## src/rtl/operand_access_ctrl_pkg.sv

```systemverilog
// Shared memory map, command encoding and FSM states for operand_access_ctrl.
package operand_access_ctrl_pkg;

  localparam logic [31:0] AddrWrA  = 32'h1111_0000;
  localparam logic [31:0] AddrWrB  = 32'h2111_0000;
  localparam logic [31:0] AddrRd0A = 32'h1211_1111;
  localparam logic [31:0] AddrRd0B = 32'h1312_2222;
  localparam logic [31:0] AddrRd1A = 32'h2211_1111;
  localparam logic [31:0] AddrRd1B = 32'h2312_2222;

  typedef enum logic [2:0] {
    OpWrA  = 3'b000,
    OpWrB  = 3'b001,
    OpRdB0 = 3'b010,
    OpRdB1 = 3'b011
  } cmd_op_e;

  typedef enum logic [2:0] {
    StIdle,
    StWrite,
    StRdIssue,
    StRdWait,
    StResp
  } state_e;

endpackage

```

## src/rtl/operand_access_ctrl.sv

```systemverilog
// Command-driven operand write/read sequencer in front of a two-port memory.
// Define OPACC_ERR_EN to report illegal commands as a 16'hDEAD response with err set.
module operand_access_ctrl
  import operand_access_ctrl_pkg::*;
#(
  parameter logic [31:0] IDLE_ADDR   = 32'h0000_0000,
  parameter int unsigned WAIT_CYCLES = 1
) (
  input  logic        PCLK,
  input  logic        PRESET,
  input  logic        cmd_valid,
  output logic        cmd_ready,
  input  logic [2:0]  cmd_op,
  input  logic [15:0] cmd_wdata,
  output logic [31:0] waddr,
  output logic [31:0] wdata,
  output logic [31:0] raddr1,
  output logic [31:0] raddr2,
  input  logic [15:0] mem_read_data1,
  input  logic [15:0] mem_read_data2,
  output logic        rsp_valid,
  input  logic        rsp_ready,
  output logic [15:0] rsp_data1,
  output logic [15:0] rsp_data2,
  output logic        busy
`ifdef OPACC_ERR_EN
  ,
  output logic        err
`endif
);

  localparam logic [3:0] WaitInit = 4'(WAIT_CYCLES);

  state_e      state_q, state_d;
  logic [3:0]  cnt_q, cnt_d;
  logic [31:0] waddr_q, waddr_d;
  logic [31:0] wdata_q, wdata_d;
  logic [31:0] raddr1_q, raddr1_d;
  logic [31:0] raddr2_q, raddr2_d;
  logic [15:0] rsp_data1_q, rsp_data1_d;
  logic [15:0] rsp_data2_q, rsp_data2_d;
`ifdef OPACC_ERR_EN
  logic        err_q, err_d;
`endif

  // Addresses and write data are registered at acceptance, so later input changes are ignored.
  always_comb begin
    state_d     = state_q;
    cnt_d       = cnt_q;
    waddr_d     = waddr_q;
    wdata_d     = wdata_q;
    raddr1_d    = raddr1_q;
    raddr2_d    = raddr2_q;
    rsp_data1_d = rsp_data1_q;
    rsp_data2_d = rsp_data2_q;
`ifdef OPACC_ERR_EN
    err_d       = err_q;
`endif
    unique case (state_q)
      StIdle: begin
        if (cmd_valid) begin
          case (cmd_op)
            OpWrA, OpWrB: begin
              state_d = StWrite;
              waddr_d = (cmd_op == OpWrB) ? AddrWrB : AddrWrA;
              wdata_d = {16'h0000, cmd_wdata};
            end
            OpRdB0: begin
              state_d  = StRdIssue;
              raddr1_d = AddrRd0A;
              raddr2_d = AddrRd0B;
            end
            OpRdB1: begin
              state_d  = StRdIssue;
              raddr1_d = AddrRd1A;
              raddr2_d = AddrRd1B;
            end
            default: begin
`ifdef OPACC_ERR_EN
              state_d     = StResp;
              rsp_data1_d = 16'hDEAD;
              rsp_data2_d = 16'hDEAD;
              err_d       = 1'b1;
`endif
            end
          endcase
        end
      end
      StWrite: begin
        state_d = StIdle;
        waddr_d = IDLE_ADDR;
        wdata_d = 32'h0;
      end
      StRdIssue: begin
        state_d = StRdWait;
        cnt_d   = WaitInit;
      end
      StRdWait: begin
        if (cnt_q <= 4'd1) begin
          state_d     = StResp;
          cnt_d       = 4'd0;
          rsp_data1_d = mem_read_data1;
          rsp_data2_d = mem_read_data2;
          raddr1_d    = IDLE_ADDR;
          raddr2_d    = IDLE_ADDR;
        end else begin
          cnt_d = cnt_q - 4'd1;
        end
      end
      StResp: begin
        if (rsp_ready) begin
          state_d = StIdle;
`ifdef OPACC_ERR_EN
          err_d   = 1'b0;
`endif
        end
      end
      default: state_d = StIdle;
    endcase
  end

  always_ff @(posedge PCLK) begin
    if (PRESET) begin
      state_q     <= StIdle;
      cnt_q       <= 4'd0;
      waddr_q     <= IDLE_ADDR;
      wdata_q     <= 32'h0;
      raddr1_q    <= IDLE_ADDR;
      raddr2_q    <= IDLE_ADDR;
      rsp_data1_q <= 16'h0;
      rsp_data2_q <= 16'h0;
`ifdef OPACC_ERR_EN
      err_q       <= 1'b0;
`endif
    end else begin
      state_q     <= state_d;
      cnt_q       <= cnt_d;
      waddr_q     <= waddr_d;
      wdata_q     <= wdata_d;
      raddr1_q    <= raddr1_d;
      raddr2_q    <= raddr2_d;
      rsp_data1_q <= rsp_data1_d;
      rsp_data2_q <= rsp_data2_d;
`ifdef OPACC_ERR_EN
      err_q       <= err_d;
`endif
    end
  end

  assign cmd_ready = (state_q == StIdle);
  assign busy      = (state_q != StIdle);
  assign rsp_valid = (state_q == StResp);
  assign waddr     = waddr_q;
  assign wdata     = wdata_q;
  assign raddr1    = raddr1_q;
  assign raddr2    = raddr2_q;
  assign rsp_data1 = rsp_data1_q;
  assign rsp_data2 = rsp_data2_q;
`ifdef OPACC_ERR_EN
  assign err       = err_q;
`endif

endmodule

```

## config.mk

```make
export PLATFORM = sky130hd
export DESIGN_NAME = operand_access_ctrl
export DESIGN_NICKNAME = d
export VERILOG_FILES = /design/src/rtl/operand_access_ctrl_pkg.sv /design/src/rtl/operand_access_ctrl.sv
export SDC_FILE = /design/constraint.sdc
export NUM_CORES = 1
export LEC_CHECK = 0
export CORE_ASPECT_RATIO = 0.8
export CORE_MARGIN = 5
export CORE_UTILIZATION = 38
export DETAILED_ROUTE_END_ITERATION = 8
export HOLD_SLACK_MARGIN = 0.02
export PLACE_DENSITY = 0.81
export SYNTH_ARGS = -nofsm -noshare
export SYNTH_HDL_FRONTEND = slang
export SYNTH_SLANG_ARGS = --single-unit
```

## constraint.sdc

```tcl
create_clock -name PCLK -period 2 [get_ports PCLK]
set_clock_uncertainty 0.1 [all_clocks]
set_input_delay 0.4 -clock PCLK [delete_from_list [all_inputs] [get_ports PCLK]]
set_output_delay 0.4 -clock PCLK [all_outputs]
set_load 0.05 [all_outputs]
```

# After elaboration in Yosys (flattened, before gate mapping)
# Index checks and enable logic that the tools add are counted.
# totals
ff_bits,167
latch_bits,0
mem_bits_rw,0
romBits,0
output_inout_bits,163
wordCells,56
n_memories,0
# op_classes
addsub,1
multipliers,0
n_div,0
n_lt_le_gt_ge,1
eq_ne,13
shift,0
mux,21
bitwise,0
reduce_logical,12
# op_table
operator,count
32-bit one-hot mux with 2 select lines,6
32-bit 2-to-1 mux,7
30-bit 2-to-1 mux,1
"3-bit by 2-bit == test with 1-bit output, second input constant",4
3-bit one-hot mux with 4 select lines,1
3-bit 2-to-1 mux,3
4-bit one-hot mux with 2 select lines,1
4-bit AND reduction,2
"3-bit by 1-bit == test with 1-bit output, second input constant",2
3-bit zero test,2
3-bit one-hot mux with 2 select lines,1
2-bit nonzero test,3
"4-bit by 1-bit less-or-equal comparator with 1-bit output, second input constant",1
4-bit 2-to-1 mux,1
"2-bit by 1-bit != test with 1-bit output, second input constant",2
"2-bit != test, second input constant",2
2-bit OR reduction,2
"4-bit by 1-bit subtractor with 4-bit output, second input constant",1
"3-bit == test, second input constant",1
"3-bit by 1-bit != test with 1-bit output, second input constant",1
"3-bit by 2-bit != test with 1-bit output, second input constant",1
3-bit AND reduction,1
3-bit nonzero test,1
2-bit AND reduction,1

# Logic depth before layout (Yosys ltp)
# logic_depth
ltp_word,5
depth_mapped,7
ltp_nobuf,5

# Worst setup path before layout
# OpenSTA, ideal clock, no wires.
# synth_path
path_kind,register to output
startpoint,reg state_q[1]
endpoint,out busy
arrival_ps,2154
required_time_ps,1500
setup_slack_ps,-654
path_stages_with_launch,4
cell_sequence,dfxtp_1 > buf_2 > nor3_1 > inv_1
# synth_via
elab_chain_len,1
# synth_lines
element,line,text
start: declaration,operand_access_ctrl.sv:34,"state_e state_q, state_d;"
start signal: assignment,operand_access_ctrl.sv:124,state_q <= StIdle;
start signal: assignment,operand_access_ctrl.sv:136,state_q <= state_d;
3-bit nonzero test,operand_access_ctrl.sv:151,assign busy = (state_q != StIdle);
end: declaration,operand_access_ctrl.sv:25,output logic busy
# Every way passes these cells.

# Final worst setup path
# layout_path
startpoint,"reg rsp_data1_q[0], in the netlist rsp_data1[0]"
endpoint,out rsp_data1[0]
# layout_rtl
element,line,text
start: declaration,operand_access_ctrl.sv:40,"logic [15:0] rsp_data1_q, rsp_data1_d;"
start signal: assignment,operand_access_ctrl.sv:142,rsp_data1_q <= rsp_data1_d;
end: declaration,operand_access_ctrl.sv:23,"output logic [15:0] rsp_data1,"
# No word-level cell between the ends.

==> results.json <==
{
  "worst_slack_ns": 0.0361,
  "crit_fanout": 2,
  "postCtsSetupBuffers": 0,
  "ff2ff_path_depth": 6,
  "globalplace.congestion": 0.800,
  "hp-start": "rsp_data2[14]",
  "clkTransAtPathRegs_ns": 0.05,
  "post-route-drc-count": 0,
  "dieArea_um2": 11600,
  "synth_seq_area_share": 0.336,
  "hold_path_end": "rsp_data2[14]",
  "detail-route-antenna-nets": 0,
  "fillCellCount": 861,
  "rows": 32,
  "r2r-start": "cnt_q[0]",
  "multi_input_area_um2": 1740,
  "finalHoldViolCount": 0,
  "numPortBuffers": 129,
  "cp_top_family": "buffers and inverters",
  "p_leak_uw": 0.00233,
  "grt-ovfl-total": 0,
  "holdBufCountCts": 0,
  "crit_slowest_cell": "clkdlybuf4s50_1",
  "grt_pass1_vias": 3025,
  "layout-drive-gt1-share": 0.147,
  "min_path_cells": 2,
  "core_um2": 9490,
  "setup_viol": 0,
  "slew_headroom": 0.499,
  "ys.flop_type": "dfxtp_1",
  "post-route-period-util": 0.982,
  "whs_ns": 0.364,
  "p_per_area_nw_per_um2": 748,
  "rrSetupSlack_ns": 0.19,
  "grt_max_degree": 54,
  "drtIter0Drc": 107,
  "grt_use_total": 0.154,
  "cp.depth": 1,
  "finalWirelength_mm": 9.57,
  "syn-instance-count": 413,
  "synthArstFlopShare": 0,
  "syn_area_um2": 3640,
  "ys_ff_latch": 61,
  "clk_path_buf_depth": 2,
  "hp-class": "reg -> reg",
  "end_kind": "output port",
  "critPathMaxStageDelay_ns": 0.81,
  "grt_pass1_wl_mm": 15.0,
  "syn_avg_cell_area_um2": 8.81,
  "die_w_um": 119,
  "initial_utilization": 0.384,
  "start_kind": "register",
  "crit_buf_inv": 1,
  "viasPerCell": 4.76,
  "nets": 568,
  "ys_warn_count": 0,
  "register_area_um2": 1220,
  "wl_per_cell_um": 15.1,
  "timing.rr.end": "cnt_q[3]",
  "fin_area_um2": 5010,
  "status": "complete, no violations",
  "fmax_mhz": 509,
  "max-cap-violations": 0,
  "final_common_cell": "conb_1",
  "ioPinCount": 218,
  "routed-via-count": 3021,
  "yosys.cell_types.count": 42,
  "ir_worst_vdd_uv": 347,
  "rsz0062_at_grt": "no",
  "grt_antenna_before_repair": 0,
  "tightest_slew_ns": 0.752,
  "critPathArrivalTime_ns": 1.46,
  "antennaDiodeCount": 0,
  "clockRootBuffer": "clkbuf_16",
  "total_power_uw": 3740,
  "crit_path_cell_trace": "clkdlybuf4s50_1",
  "pre_cts_ws_ns": 0.181,
  "cts_tree": "done",
  "htreeDepth": 3,
  "fin_crit_ns": 1.96,
  "fin_tns_setup_ns": 0,
  "dp_hpwl_mm": 6.98,
  "final_max_slew_viol_count": 0,
  "dr.pass1.iters": 5,
  "layout_common_cells": "conb_1 (88), clkdlybuf4s50_1 (72), dfxtp_1 (61)",
  "crit_type": "reg -> out",
  "dpl_cell_area_um2": 4680,
  "postCtsResizedCells": 0,
  "required_ns": 1.50,
  "numClockSinks": 61,
  "synth_enable_flop_cells": 0,
  "insertion_delay_ns": 0.32,
  "die_y_um": 97.5,
  "cts_buffers": 9,
  "syn_to_final_growth_pct": 37.6
}
[stage by stage]
step | std cells | util
5_1_grt | 635 | 0.528
4_1_cts | 635 | 0.523
2_1_floorplan | 500 | -
3_3_place_gp | 619 | 0.494
3_5_place_dp | 619 | 0.494
6_report | 635 | 0.528
[synth_stat cells, types with 2 or more instances]
cell type / instances / area (µm²)
nor3b_1: 2 / 15.0
dfxtp_1: 61 / 1220
clkbuf_1: 15 / 56.3
a211oi_1: 2 / 15.0
or2_1: 2 / 12.5
mux2i_1: 18 / 180
o31ai_1: 33 / 248
buf_4: 109 / 818
nor3_1: 4 / 20.0
a221oi_1: 2 / 17.5
inv_1: 8 / 30.0
ha_1: 2 / 25.0
nand2b_1: 19 / 119
nor2_1: 3 / 11.3
nand3b_1: 17 / 128
nand4_1: 33 / 206
buf_2: 15 / 75.1
a21oi_1: 35 / 175
buf_6: 4 / 45.0
or3_1: 2 / 12.5
o21ai_0: 3 / 15.0
nand4b_1: 2 / 17.5
nor2b_1: 3 / 18.8
[per-layer routing]
| layer | global-route usage | vias up | part of all wire |
|---|---|---|---|
| li1 | - | 1466 | - |
| met1 | 0.195 | 1419 | 0.43 |
| met2 | 0.250 | 127 | 0.48 |
| met3 | 0.0471 | 9 | 0.076 |
| met4 | 0.0502 | 0 | 0.0091 |
| met5 | 0 | - | 0 |
[where the power goes]
group          internal (µW)  switching (µW)
sequential              1250            27.0
combinational            299             739
clock                    898             529
total                   2450            1300
[flip-flops by register name, indices dropped and copies added (netlist names)]
signal and count:
rsp_data2 16, wdata 16, raddr2 1, raddr1 2, rsp_data1 16, state_q 3, waddr 3, cnt_q 4
[kinds of logic (layout without fill, tap and decap cells)]
group / after synthesis / after routing / synth area share
adders and majority gates: 2 / 2 / 0.00687
DFF: 61 / 61 / 0.336
buffers and inverters: 151 / 167 / 0.282
AOI/OAI and AO/OA: 85 / 85 / 0.153
other: 1 / 88 / 0.00103
and+or+nand+nor: 95 / 95 / 0.173
muxes: 18 / 18 / 0.0495
[worst max path at each step]
| stage | slack [ns] | startpoint | to |
|---|---|---|---|
| after floorplan | -0.08 | state_q[1] | busy |
| after global placement | 0.22 | cmd_valid | wdata[4] |
| after detailed placement | 0.18 | cmd_valid | waddr[28] |
| after CTS | 0.003 | rsp_data1[8] | rsp_data1[8] |
| after global routing | 0.0002 | wdata[10] | wdata[10] |
| final | 0.04 | rsp_data1[0] | rsp_data1[0] |
[cell type report]
| type | count | share of cell area |
|---|---|---|
| Multi-Input combinational cell | 288 | 0.347 |
| Clock buffer | 12 | 0.0512 |
| Timing Repair Buffer | 143 | 0.318 |
| Sequential cell | 61 | 0.244 |
| Tap cell | 119 | 0.0297 |
| Clock inverter | 4 | 0.00450 |
| Inverter | 8 | 0.00600 |
[worst min-delay path, stage by stage, from the launching register on]
cell	delay [ns]
dfxtp_1	0.30
o31ai_1	0.06
a21oi_1	0.06
No activity file was read; power rests on OpenSTA's default activity.
